`src/rtl/mdu_seq_if.sv`:
```
// Bundle of decode, multiplier/divider and HI/LO write-port signals seen by mdu_seq.
// The slave modport is the sequencer's view; master is the surrounding pipeline and units.
interface mdu_seq_if;
   logic        op_valid;
   logic [2:0]  op;
   logic [31:0] rs_val;
   logic [31:0] rt_val;
   logic        hilo_rd;
   logic        flush;

   logic        mul_start;
   logic        div_start;
   logic        mul_signed;
   logic        div_signed;
   logic [31:0] op_a;
   logic [31:0] op_b;

   logic        mul_done;
   logic [31:0] mul_hi;
   logic [31:0] mul_lo;
   logic        div_done;
   logic [31:0] div_q;
   logic [31:0] div_r;

   logic        hi_we;
   logic        lo_we;
   logic [31:0] hi_wdata;
   logic [31:0] lo_wdata;

   logic        busy;
   logic        stall;
   logic        err;

   modport slave (
      input  op_valid, op, rs_val, rt_val, hilo_rd, flush,
      input  mul_done, mul_hi, mul_lo, div_done, div_q, div_r,
      output mul_start, div_start, mul_signed, div_signed, op_a, op_b,
      output hi_we, lo_we, hi_wdata, lo_wdata, busy, stall, err
   );

   modport master (
      output op_valid, op, rs_val, rt_val, hilo_rd, flush,
      output mul_done, mul_hi, mul_lo, div_done, div_q, div_r,
      input  mul_start, div_start, mul_signed, div_signed, op_a, op_b,
      input  hi_we, lo_we, hi_wdata, lo_wdata, busy, stall, err
   );
endinterface

```
`src/rtl/mdu_seq.sv`:
```
// HI/LO sequencer: launches the external multiplier/divider, waits for completion
// with a timeout, and writes HI/LO back in a single WB cycle.
module mdu_seq #(
   parameter int TIMEOUT = 40
) (
   input  logic     clk,
   input  logic     reset,
   mdu_seq_if.slave bus
);
   localparam int CW = $clog2(TIMEOUT + 1);
   localparam logic [CW-1:0] WAIT_LAST = CW'(TIMEOUT - 1);

   localparam logic [2:0] OP_MULT  = 3'd0;
   localparam logic [2:0] OP_MULTU = 3'd1;
   localparam logic [2:0] OP_DIV   = 3'd2;
   localparam logic [2:0] OP_DIVU  = 3'd3;
   localparam logic [2:0] OP_MTHI  = 3'd4;
   localparam logic [2:0] OP_MTLO  = 3'd5;

   typedef enum logic [1:0] {IDLE, MUL_WAIT, DIV_WAIT, WB} state_t;

   state_t        state_reg;
   logic [CW-1:0] wait_cnt_reg;
   logic          mul_start_reg;
   logic          div_start_reg;
   logic          mul_signed_reg;
   logic          div_signed_reg;
   logic [31:0]   op_a_reg;
   logic [31:0]   op_b_reg;
   logic          hi_we_reg;
   logic          lo_we_reg;
   logic [31:0]   hi_wdata_reg;
   logic [31:0]   lo_wdata_reg;
   logic          err_reg;

   logic          legal_op;
   logic          accept;

   assign legal_op = (bus.op <= OP_MTLO);
   assign accept   = (state_reg == IDLE) && bus.op_valid && legal_op && !bus.flush;

   always_ff @(posedge clk) begin
      if (reset) begin
         state_reg      <= IDLE;
         wait_cnt_reg   <= '0;
         mul_start_reg  <= 1'b0;
         div_start_reg  <= 1'b0;
         mul_signed_reg <= 1'b0;
         div_signed_reg <= 1'b0;
         op_a_reg       <= '0;
         op_b_reg       <= '0;
         hi_we_reg      <= 1'b0;
         lo_we_reg      <= 1'b0;
         hi_wdata_reg   <= '0;
         lo_wdata_reg   <= '0;
         err_reg        <= 1'b0;
      end else begin
         // Strobes are single-cycle unless a branch below re-arms them.
         mul_start_reg <= 1'b0;
         div_start_reg <= 1'b0;
         hi_we_reg     <= 1'b0;
         lo_we_reg     <= 1'b0;
         err_reg       <= 1'b0;

         if (bus.flush) begin
            state_reg    <= IDLE;
            wait_cnt_reg <= '0;
         end else begin
            case (state_reg)
               IDLE: begin
                  if (accept) begin
                     op_a_reg       <= bus.rs_val;
                     op_b_reg       <= bus.rt_val;
                     mul_signed_reg <= (bus.op == OP_MULT);
                     div_signed_reg <= (bus.op == OP_DIV);
                     wait_cnt_reg   <= '0;
                     case (bus.op)
                        OP_MULT, OP_MULTU: begin
                           state_reg     <= MUL_WAIT;
                           mul_start_reg <= 1'b1;
                        end
                        OP_DIV, OP_DIVU: begin
                           if (bus.rt_val == 32'd0) begin
                              // Divide by zero never reaches the divider.
                              state_reg    <= WB;
                              hi_we_reg    <= 1'b1;
                              lo_we_reg    <= 1'b1;
                              hi_wdata_reg <= bus.rs_val;
                              lo_wdata_reg <= 32'hFFFF_FFFF;
                           end else begin
                              state_reg     <= DIV_WAIT;
                              div_start_reg <= 1'b1;
                           end
                        end
                        OP_MTHI: begin
                           state_reg    <= WB;
                           hi_we_reg    <= 1'b1;
                           hi_wdata_reg <= bus.rs_val;
                        end
                        default: begin
                           state_reg    <= WB;
                           lo_we_reg    <= 1'b1;
                           lo_wdata_reg <= bus.rs_val;
                        end
                     endcase
                  end
               end

               MUL_WAIT: begin
                  if (bus.mul_done) begin
                     state_reg    <= WB;
                     hi_we_reg    <= 1'b1;
                     lo_we_reg    <= 1'b1;
                     hi_wdata_reg <= bus.mul_hi;
                     lo_wdata_reg <= bus.mul_lo;
                  end else if (wait_cnt_reg == WAIT_LAST) begin
                     state_reg <= IDLE;
                     err_reg   <= 1'b1;
                  end else begin
                     wait_cnt_reg <= wait_cnt_reg + 1'b1;
                  end
               end

               DIV_WAIT: begin
                  if (bus.div_done) begin
                     state_reg    <= WB;
                     hi_we_reg    <= 1'b1;
                     lo_we_reg    <= 1'b1;
                     hi_wdata_reg <= bus.div_r;
                     lo_wdata_reg <= bus.div_q;
                  end else if (wait_cnt_reg == WAIT_LAST) begin
                     state_reg <= IDLE;
                     err_reg   <= 1'b1;
                  end else begin
                     wait_cnt_reg <= wait_cnt_reg + 1'b1;
                  end
               end

               default: begin
                  state_reg <= IDLE;
               end
            endcase
         end
      end
   end

   // Reset and flush squash strobes already in flight this cycle.
   assign bus.busy       = (state_reg != IDLE) && !reset;
   assign bus.stall      = bus.busy && (bus.op_valid || bus.hilo_rd);
   assign bus.mul_start  = mul_start_reg && !bus.flush && !reset;
   assign bus.div_start  = div_start_reg && !bus.flush && !reset;
   assign bus.hi_we      = hi_we_reg && !bus.flush && !reset;
   assign bus.lo_we      = lo_we_reg && !bus.flush && !reset;
   assign bus.err        = err_reg && !bus.flush && !reset;
   assign bus.hi_wdata   = reset ? 32'd0 : hi_wdata_reg;
   assign bus.lo_wdata   = reset ? 32'd0 : lo_wdata_reg;
   assign bus.mul_signed = mul_signed_reg;
   assign bus.div_signed = div_signed_reg;
   assign bus.op_a       = op_a_reg;
   assign bus.op_b       = op_b_reg;
endmodule
```
`src/flat_wrapper.sv`:
```
// flat-port wrapper written by rule: the top's interface ports become plain ports
module mdu_seq_flat 
#(
   parameter int TIMEOUT = 40
)
  (clk, reset, bus_op_valid, bus_op, bus_rs_val, bus_rt_val, bus_hilo_rd, bus_flush, bus_mul_done, bus_mul_hi, bus_mul_lo, bus_div_done, bus_div_q, bus_div_r, bus_mul_start, bus_div_start, bus_mul_signed, bus_div_signed, bus_op_a, bus_op_b, bus_hi_we, bus_lo_we, bus_hi_wdata, bus_lo_wdata, bus_busy, bus_stall, bus_err);
  mdu_seq_if bus_i ();
  input  logic clk;
  input  logic reset;
  input wire logic [$bits(bus_i.op_valid)-1:0] bus_op_valid;
  input wire logic [$bits(bus_i.op)-1:0] bus_op;
  input wire logic [$bits(bus_i.rs_val)-1:0] bus_rs_val;
  input wire logic [$bits(bus_i.rt_val)-1:0] bus_rt_val;
  input wire logic [$bits(bus_i.hilo_rd)-1:0] bus_hilo_rd;
  input wire logic [$bits(bus_i.flush)-1:0] bus_flush;
  input wire logic [$bits(bus_i.mul_done)-1:0] bus_mul_done;
  input wire logic [$bits(bus_i.mul_hi)-1:0] bus_mul_hi;
  input wire logic [$bits(bus_i.mul_lo)-1:0] bus_mul_lo;
  input wire logic [$bits(bus_i.div_done)-1:0] bus_div_done;
  input wire logic [$bits(bus_i.div_q)-1:0] bus_div_q;
  input wire logic [$bits(bus_i.div_r)-1:0] bus_div_r;
  output wire logic [$bits(bus_i.mul_start)-1:0] bus_mul_start;
  output wire logic [$bits(bus_i.div_start)-1:0] bus_div_start;
  output wire logic [$bits(bus_i.mul_signed)-1:0] bus_mul_signed;
  output wire logic [$bits(bus_i.div_signed)-1:0] bus_div_signed;
  output wire logic [$bits(bus_i.op_a)-1:0] bus_op_a;
  output wire logic [$bits(bus_i.op_b)-1:0] bus_op_b;
  output wire logic [$bits(bus_i.hi_we)-1:0] bus_hi_we;
  output wire logic [$bits(bus_i.lo_we)-1:0] bus_lo_we;
  output wire logic [$bits(bus_i.hi_wdata)-1:0] bus_hi_wdata;
  output wire logic [$bits(bus_i.lo_wdata)-1:0] bus_lo_wdata;
  output wire logic [$bits(bus_i.busy)-1:0] bus_busy;
  output wire logic [$bits(bus_i.stall)-1:0] bus_stall;
  output wire logic [$bits(bus_i.err)-1:0] bus_err;
  assign bus_i.op_valid = bus_op_valid;
  assign bus_i.op = bus_op;
  assign bus_i.rs_val = bus_rs_val;
  assign bus_i.rt_val = bus_rt_val;
  assign bus_i.hilo_rd = bus_hilo_rd;
  assign bus_i.flush = bus_flush;
  assign bus_i.mul_done = bus_mul_done;
  assign bus_i.mul_hi = bus_mul_hi;
  assign bus_i.mul_lo = bus_mul_lo;
  assign bus_i.div_done = bus_div_done;
  assign bus_i.div_q = bus_div_q;
  assign bus_i.div_r = bus_div_r;
  assign bus_mul_start = bus_i.mul_start;
  assign bus_div_start = bus_i.div_start;
  assign bus_mul_signed = bus_i.mul_signed;
  assign bus_div_signed = bus_i.div_signed;
  assign bus_op_a = bus_i.op_a;
  assign bus_op_b = bus_i.op_b;
  assign bus_hi_we = bus_i.hi_we;
  assign bus_lo_we = bus_i.lo_we;
  assign bus_hi_wdata = bus_i.hi_wdata;
  assign bus_lo_wdata = bus_i.lo_wdata;
  assign bus_busy = bus_i.busy;
  assign bus_stall = bus_i.stall;
  assign bus_err = bus_i.err;
  mdu_seq #(.TIMEOUT(TIMEOUT)) u_core (.clk(clk), .reset(reset), .bus(bus_i));
endmodule
```
`config.mk`:
```
export PLATFORM = sky130hd
export DESIGN_NAME = mdu_seq_flat
export DESIGN_NICKNAME = d
export VERILOG_FILES = /design/src/rtl/mdu_seq_if.sv /design/src/rtl/mdu_seq.sv /design/src/flat_wrapper.sv
export SDC_FILE = /design/constraint.sdc
export NUM_CORES = 1
export LEC_CHECK = 0
export ABC_CLOCK_PERIOD_IN_PS = 4700
export BUFFER_PORTS_ARGS = -buffer_cell sky130_fd_sc_hd__buf_2
export CAP_MARGIN = 20
export CORE_ASPECT_RATIO = 1.4
export CORE_UTILIZATION = 35
export CTS_BUF_LIST = sky130_fd_sc_hd__clkbuf_2 sky130_fd_sc_hd__clkbuf_4 sky130_fd_sc_hd__clkbuf_8
export CTS_CLUSTER_SIZE = 10
export DETAILED_ROUTE_END_ITERATION = 8
export HOLD_SLACK_MARGIN = 0.03
export PLACE_DENSITY = 0.64
export SETUP_SLACK_MARGIN = 0.3
export SYNTH_ARGS = -nofsm -noshare
export SYNTH_HDL_FRONTEND = slang
export SYNTH_SLANG_ARGS = --single-unit
```
`constraint.sdc`:
```
create_clock -name clk -period 4.7 [get_ports clk]
set_clock_uncertainty 0.1 [all_clocks]
set_input_delay 0.47 -clock clk [delete_from_list [all_inputs] [get_ports clk]]
set_output_delay 0.47 -clock clk [all_outputs]
set_load 0.005 [all_outputs]
```
==> key figures, run 1 <==
Final layout
  – Antenna diodes: 0
  – Number of standard cells in the layout, taps in and fillers out: 1383
  – Layout filler cell count: 2004
  – Design area: 9100 sq um
  – Most common cell after layout, fill and taps aside: buf_2
  – Highest-count cells in the layout ignoring fill and taps: 337 x buf_2, 143 x dfxtp_1, 132 x nand2_1
  – Share of post-route cells with drive strength above 1: 0.349
  – Relative area change from synthesis to final layout: 32.8%
  – Total Nets Final: 1329
  – Share of the core filled with cells: 0.474

GRT
  – Number of global-route vias before repair: 6826
  – First-pass GRT wire length: 36200 um
  – Final global-route overflow total: 0
  – Pin count of the biggest net entering global routing: 138
  – Number of antenna violations at the first check in global routing: 0
  – Total global-route track usage: 0.231

Clock network
  – Clock-pin transition on the worst setup and hold timing paths: 90 ps
  – Worst-case clock buffer depth: 2
  – Post-CTS Setup Repair Bufs: 0
  – Count of hold-fix buffers inserted at cts: 0
  – Insertion delay to the later sink of the worst-skew pair: 430 ps
  – TritonCTS Buffers: 17
  – Number of resized instances in the post-cts repair step: 0
  – Root Buffer: clkbuf_8
  – TritonCTS sink count: 143
  – Number of H-tree levels: 4
  – TritonCTS clock tree: yes

Logic synthesis
  – Cells after Synth: 834
  – Simple-gate share of the synthesized area: 0.221
  – Post-synthesis average cell area: 8.22 sq um
  – Main combinational cell family by area after synthesis: compound AO/OA/AOI/OAI gates
  – Yosys warning count: 0
  – Synthesized-area fraction occupied by ao, oa, aoi and oai cells: 0.245
  – Distinct cells, synth: 40
  – Post-synthesis xor/xnor area fraction: 0.00383
  – Number of enable flip-flop cells after synthesis: 0
  – Post-synthesis mux area share: 0.0540
  – Commonest register cell after synthesis: dfxtp_1
  – Sequential area share after synthesis: 0.418
  – Flops & latches, synth: 143
  – Async SR Flop Fraction: 0
  – Post-Syn Nets: 1041
  – Adder and majority gate portion of the synthesized area: 0.00913
  – Post-synthesis instance area: 6850 sq um

Power
  – Internal power consumption: 1920 uW
  – Maximum ir drop on the vdd rail: 180 uV
  – Combinational share of power: 0.168
  – Net Switching: 782 uW
  – Proportion of power drawn by the clock network: 0.362
  – Switch share: 0.289
  – Share of power burned in registers: 0.470
  – Total Power: 2710 uW
  – Total power divided by cell area: 297 nW/um^2
  – Leakage power total: 0.00404 uW

STA
  – Endpoints failing hold: 0
  – Setup violators final: 0
  – Final Cycle Share: 0.583
  – Peak Freq: 0.365 GHz
  – Worst slew margin: 0.323
  – Final slew viol count: 0
  – RSZ-0062 raised after global routing: false
  – Setup TNS after final layout: 0 ps
  – Minimum clock period: 2740 ps
  – Slew @ Worst Pin: 1020 ps

Place
  – Placed cell areas: 8680 sq um
  – Cell count after placement: 1349
  – Sum of net half-perimeters after detailed placement: 16700 um
  – Last weighted congestion value of the routability-driven placer: 0.858
  – I/O Buffers: 338

Die
  – Core region area: 19200 sq um
  – Die ar.: 20200 sq um
  – I/O Pins: 339
  – Initial cell density of the core: 0.357
  – Vertical extent of the die: 168 um
  – Die Width: 120 um
  – Number of core rows: 60

Drt
  – Avg Vias per Cell: 5.29
  – Routed length per placed instance: 17.1 um
  – Via count: 7317
  – Sum of routed wire length over all layers: 23700 um
  – Number of search-and-repair iterations in the first detailed-routing pass: 5
  – Antenna Nets Post-Route: 0
  – Number of DRC violations after detailed-routing iteration 0: 430
  – Remaining DRCs: 0

Critical path
  – Critical Path Fanout Max: 20
  – CP Class: flip-flop to flip-flop
  – Crit path launch type: flip-flop
  – Worst path required time: 4930 ps
  – Endpoint class of the critical path: flip-flop
  – Arr. time, crit path: 2970 ps

Status
  – Run status: complete, no violations

Job
  – Number of max-capacitance violations reported: 0

Min path
  – Kind of path behind the tightest hold check: input pin to flip-flop
## cells in the mapped netlist, types with 4 or more instances
cell,n,area [sq um]
a211oi_1,35,263
a21oi_1,101,505
a221o_1,32,320
a22oi_1,65,488
a311oi_1,4,35.0
and2_1,6,37.5
buf_2,7,35.0
clkbuf_1,71,267
dfxtp_1,143,2860
ha_1,5,62.6
inv_1,5,18.8
mux2_1,30,338
nand2_1,132,495
nand4_1,4,25.0
nor2_1,44,165
nor2b_1,67,419
nor3_1,36,180
nor4_1,12,75.1
## worst max-delay path: stages (launching register included)
cell and delay (ps):
dfxtp_1 350, inv_1 130, ha_2 190, inv_1 40, o22ai_1 470, nor4_4 90
buf_4 230, nor2_4 460, buf_16 240, mux2_1 330
## cell families (layout without fill, tap and decap cells)
group / count (synthesis) / count (layout)
buffers and inverters: 86 / 387
multiplexers: 33 / 33
AND/OR/NAND/NOR: 317 / 317
XOR/XNOR: 3 / 3
AO/OA/AOI/OAI: 247 / 247
flip-flops: 143 / 143
adder cells (fa/ha/maj): 5 / 5
## path summary, 6_finish.rpt
check | from | to | slack [ps] | cells past startpoint
min | bus_rt_val[9] | u_core.bus.op_b[9] | 160 | 3
max | u_core.state_reg[0] | u_core.hi_wdata_reg[11] | 1960 | 9
min reg2reg | u_core.bus.op_a[21] | u_core.bus.op_a[21] | 350 | 2
max reg2reg | u_core.state_reg[0] | u_core.hi_wdata_reg[11] | 1960 | 9
## metal layers
| layer | wire [um] | global-route usage | share of wire |
|---|---|---|---|
| met1 | 9300 | 0.252 | 0.39 |
| met5 | 0 | 0 | 0 |
| met4 | 823 | 0.101 | 0.035 |
| met3 | 1210 | 0.0531 | 0.051 |
| met2 | 12300 | 0.422 | 0.52 |
## power groups by stage
stage          Clock, uW  Sequential (uW)  Combinational (uW)
5_1_grt             1060             1280                 500
2_1_floorplan          0             1300                 245
6_report             980             1270                 455
3_5_place_dp           0             1300                 457
4_1_cts             1010             1270                 458
3_3_place_gp           0             1300                 454
## layout make-up
cell class,count,area (sq um),share of cell area
Clock buffer,17,234,0.0257
Clock inverter,15,160,0.0176
Inverter,5,18.8,0.00206
Multi-Input combinational cell,605,3710,0.408
Sequential cell,143,2860,0.314
Tap cell,248,310,0.0341
Timing Repair Buffer,350,1810,0.198
## metrics by stage
step	setup slack (ps)	hold slack, ps
floorplan	2450	353
global placement	1730	340
detailed placement	1690	344
CTS	1680	126
global route	1790	120
finish	1960	159
(Power assumes the default switching activity.)
==> run 2: changes to the inputs <==
--- a/config.mk
+++ b/config.mk
@@ -5,7 +5,7 @@
 export SDC_FILE = /design/constraint.sdc
 export NUM_CORES = 1
 export LEC_CHECK = 0
-export ABC_CLOCK_PERIOD_IN_PS = 4700
+export ABC_CLOCK_PERIOD_IN_PS = 2800
 export BUFFER_PORTS_ARGS = -buffer_cell sky130_fd_sc_hd__buf_2
 export CAP_MARGIN = 20
 export CORE_ASPECT_RATIO = 1.4
==> constraint.sdc (replaced) <==
create_clock -name clk -period 2.8 [get_ports clk]
set_clock_uncertainty 0.1 [all_clocks]
set_input_delay 0.28 -clock clk [delete_from_list [all_inputs] [get_ports clk]]
set_output_delay 0.28 -clock clk [all_outputs]
set_load 0.005 [all_outputs]
==> key figures, run 2 (synthesis results as in run 1) <==
Die
  – Die Width: 120 um
  – Initial cell density of the core: 0.357
  – Die ar.: 20200 sq um
  – Number of core rows: 60
  – Core region area: 19200 sq um
  – Vertical extent of the die: 168 um
  – I/O Pins: 339

Place
  – Sum of net half-perimeters after detailed placement: 17100 um
  – Worst setup timing slack at the placement stage: 199 ps
  – I/O Buffers: 338
  – Last weighted congestion value of the routability-driven placer: 0.893

Critical path
  – Worst r2r path cells: 9
  – Worst setup slack for register-to-register paths: 420 ps
  – Critical R2R Capture: u_core.hi_wdata_reg[0]
  – Arr. time, crit path: 2610 ps
  – Count of buffering cells on the critical path with inverters included: 4
  – CP Class: flip-flop to flip-flop
  – Endpoint class of the critical path: flip-flop
  – Worst path required time: 3030 ps
  – Ordered cell list for the critical path: inv_1, ha_2, inv_1, o22ai_1, buf_4, nor4_4, buf_4, nor2_4, mux2_2
  – Worst reg2reg path startpoint: u_core.state_reg[0]
  – Largest stage delay, worst path: 520 ps
  – Largest delay contributor family on the critical path: simple AND/OR/NAND/NOR gates
  – Crit path launch type: flip-flop
  – Critical Path Fanout Max: 16
  – Max stage delay cell, worst path: nor2_4

Drt
  – Routed length per placed instance: 17.4 um
  – Via count: 7648
  – Avg Vias per Cell: 5.24
  – Sum of routed wire length over all layers: 25500 um
  – Remaining DRCs: 0
  – Number of DRC violations after detailed-routing iteration 0: 424
  – Antenna Nets Post-Route: 0
  – Number of search-and-repair iterations in the first detailed-routing pass: 4

Final layout
  – Layout filler cell count: 1897
  – Total Nets Final: 1405
  – Register area: 2860 sq um
  – Share of the core filled with cells: 0.518
  – Relative area change from synthesis to final layout: 45.1%
  – Share of post-route cells with drive strength above 1: 0.336
  – Most common cell after layout, fill and taps aside: buf_2
  – Highest-count cells in the layout ignoring fill and taps: 337 x buf_2, 143 x dfxtp_1, 132 x nand2_1
  – Area taken by multi-input logic gates: 3730 sq um

Status
  – Run status: complete, no violations

Power
  – Leakage power total: 0.00441 uW
  – Total power divided by cell area: 497 nW/um^2
  – Maximum ir drop on the vdd rail: 350 uV

STA
  – Final Cycle Share: 0.850
  – Final slew viol count: 0
  – RSZ-0062 raised after global routing: false
  – Peak Freq: 0.420 GHz
  – Worst slew margin: 0.381
  – Setup TNS after final layout: 0 ps
  – Minimum clock period: 2380 ps
  – Setup violators final: 0
  – Slew @ Worst Pin: 929 ps
  – Min setup slack post-route: 420 ps
  – Endpoints failing hold: 0

GRT
  – Number of antenna violations at the first check in global routing: 1
  – Final global-route overflow total: 0
  – Number of global-route vias before repair: 7326
  – Pin count of the biggest net entering global routing: 83
  – First-pass GRT wire length: 38500 um
  – Total global-route track usage: 0.246

Min path
  – Number of cells on the worst hold path: 4
  – Worst-case hold path end point: u_core.bus.mul_signed
  – Kind of path behind the tightest hold check: input pin to flip-flop
  – Hold_sp: bus_op[0]

Clock network
  – Number of H-tree levels: 4
  – Clock-pin transition on the worst setup and hold timing paths: 80 ps
  – Root Buffer: clkbuf_8
  – Insertion delay to the later sink of the worst-skew pair: 440 ps
  – TritonCTS Buffers: 17
  – Worst-case clock buffer depth: 2
  – TritonCTS clock tree: yes
  – TritonCTS sink count: 143

Job
  – Number of max-capacitance violations reported: 0
run 2: cell count changes in the layout (fill, tap and decap cells not counted), sizes merged:
cell	before	now
dlygate4sd3	0	66
nor2	45	46
buf	349	359
diode	0	1
clkinv	7	4
bufinv	2	5
clkbuf	18	17
run 2: area by class of cell:
cell class              count  area share
flip-flops and latches    143       0.288
multi-input cells         606       0.375
inverters                   5     0.00189
clock inverters            15      0.0233
diodes                      1    0.000252
clock buffers              17      0.0235
well taps                 248      0.0312
repair buffers            425       0.257
run 2: per-stage QoR:
stage / instances / power [uW] / hold slack (ps) / cell area [sq um]
after floorplan: 834 / 2590 / 316 / 6850
after global placement: 1358 / 2950 / 339 / 8780
after detailed placement: 1358 / 2960 / 343 / 8780
after CTS: 1457 / 4980 / 64.1 / 9920
after global routing: 1460 / 5140 / 92.9 / 9950
final: 1460 / 4940 / 109 / 9950
run 2: repair_timing:
item                                    in CTS  in global routing
cloned                                       1                  0
hold endpoints to repair                    65                  0
setup buffers                                0                  2
hold buffers                                66                  0
gates resized for setup                      2                  1
endpoints found under the setup margin      32                 23
pin swaps                                    1                  1
run 2: per-layer routing:
metal	track usage	vias to the layer above	wire length, um
met4	0.124	0	981
met2	0.435	271	13000
met1	0.273	3590	10000
met5	0	-	0
met3	0.0555	65	1440
li1	-	3722	-
run 2: worst max-delay path by stage:
stage | from | endpoint | slack, ps | depth (start not counted)
after floorplan | u_core.state_reg[0] | u_core.lo_wdata_reg[0] | 550 | 9
after global placement | u_core.state_reg[0] | u_core.hi_wdata_reg[0] | 260 | 8
after detailed placement | u_core.state_reg[0] | u_core.hi_wdata_reg[0] | 200 | 8
after CTS | u_core.state_reg[0] | u_core.lo_wdata_reg[24] | 330 | 9
after global routing | u_core.state_reg[0] | u_core.hi_wdata_reg[31] | 320 | 9
final | u_core.state_reg[0] | u_core.hi_wdata_reg[0] | 420 | 9
run 2: worst min-delay path, cell delays in order:
cell and delay [ps]:
buf_2 120, nor4_1 50, a21oi_1 110, nor2_1 40
run 2: power breakdown:
group / leakage, uW / switching (uW) / internal [uW]
logic: 0.00302 / 465 / 391
registers: 0.00116 / 27.7 / 2110
clock network: 0.000228 / 880 / 1070
total: 0.00441 / 1370 / 3570
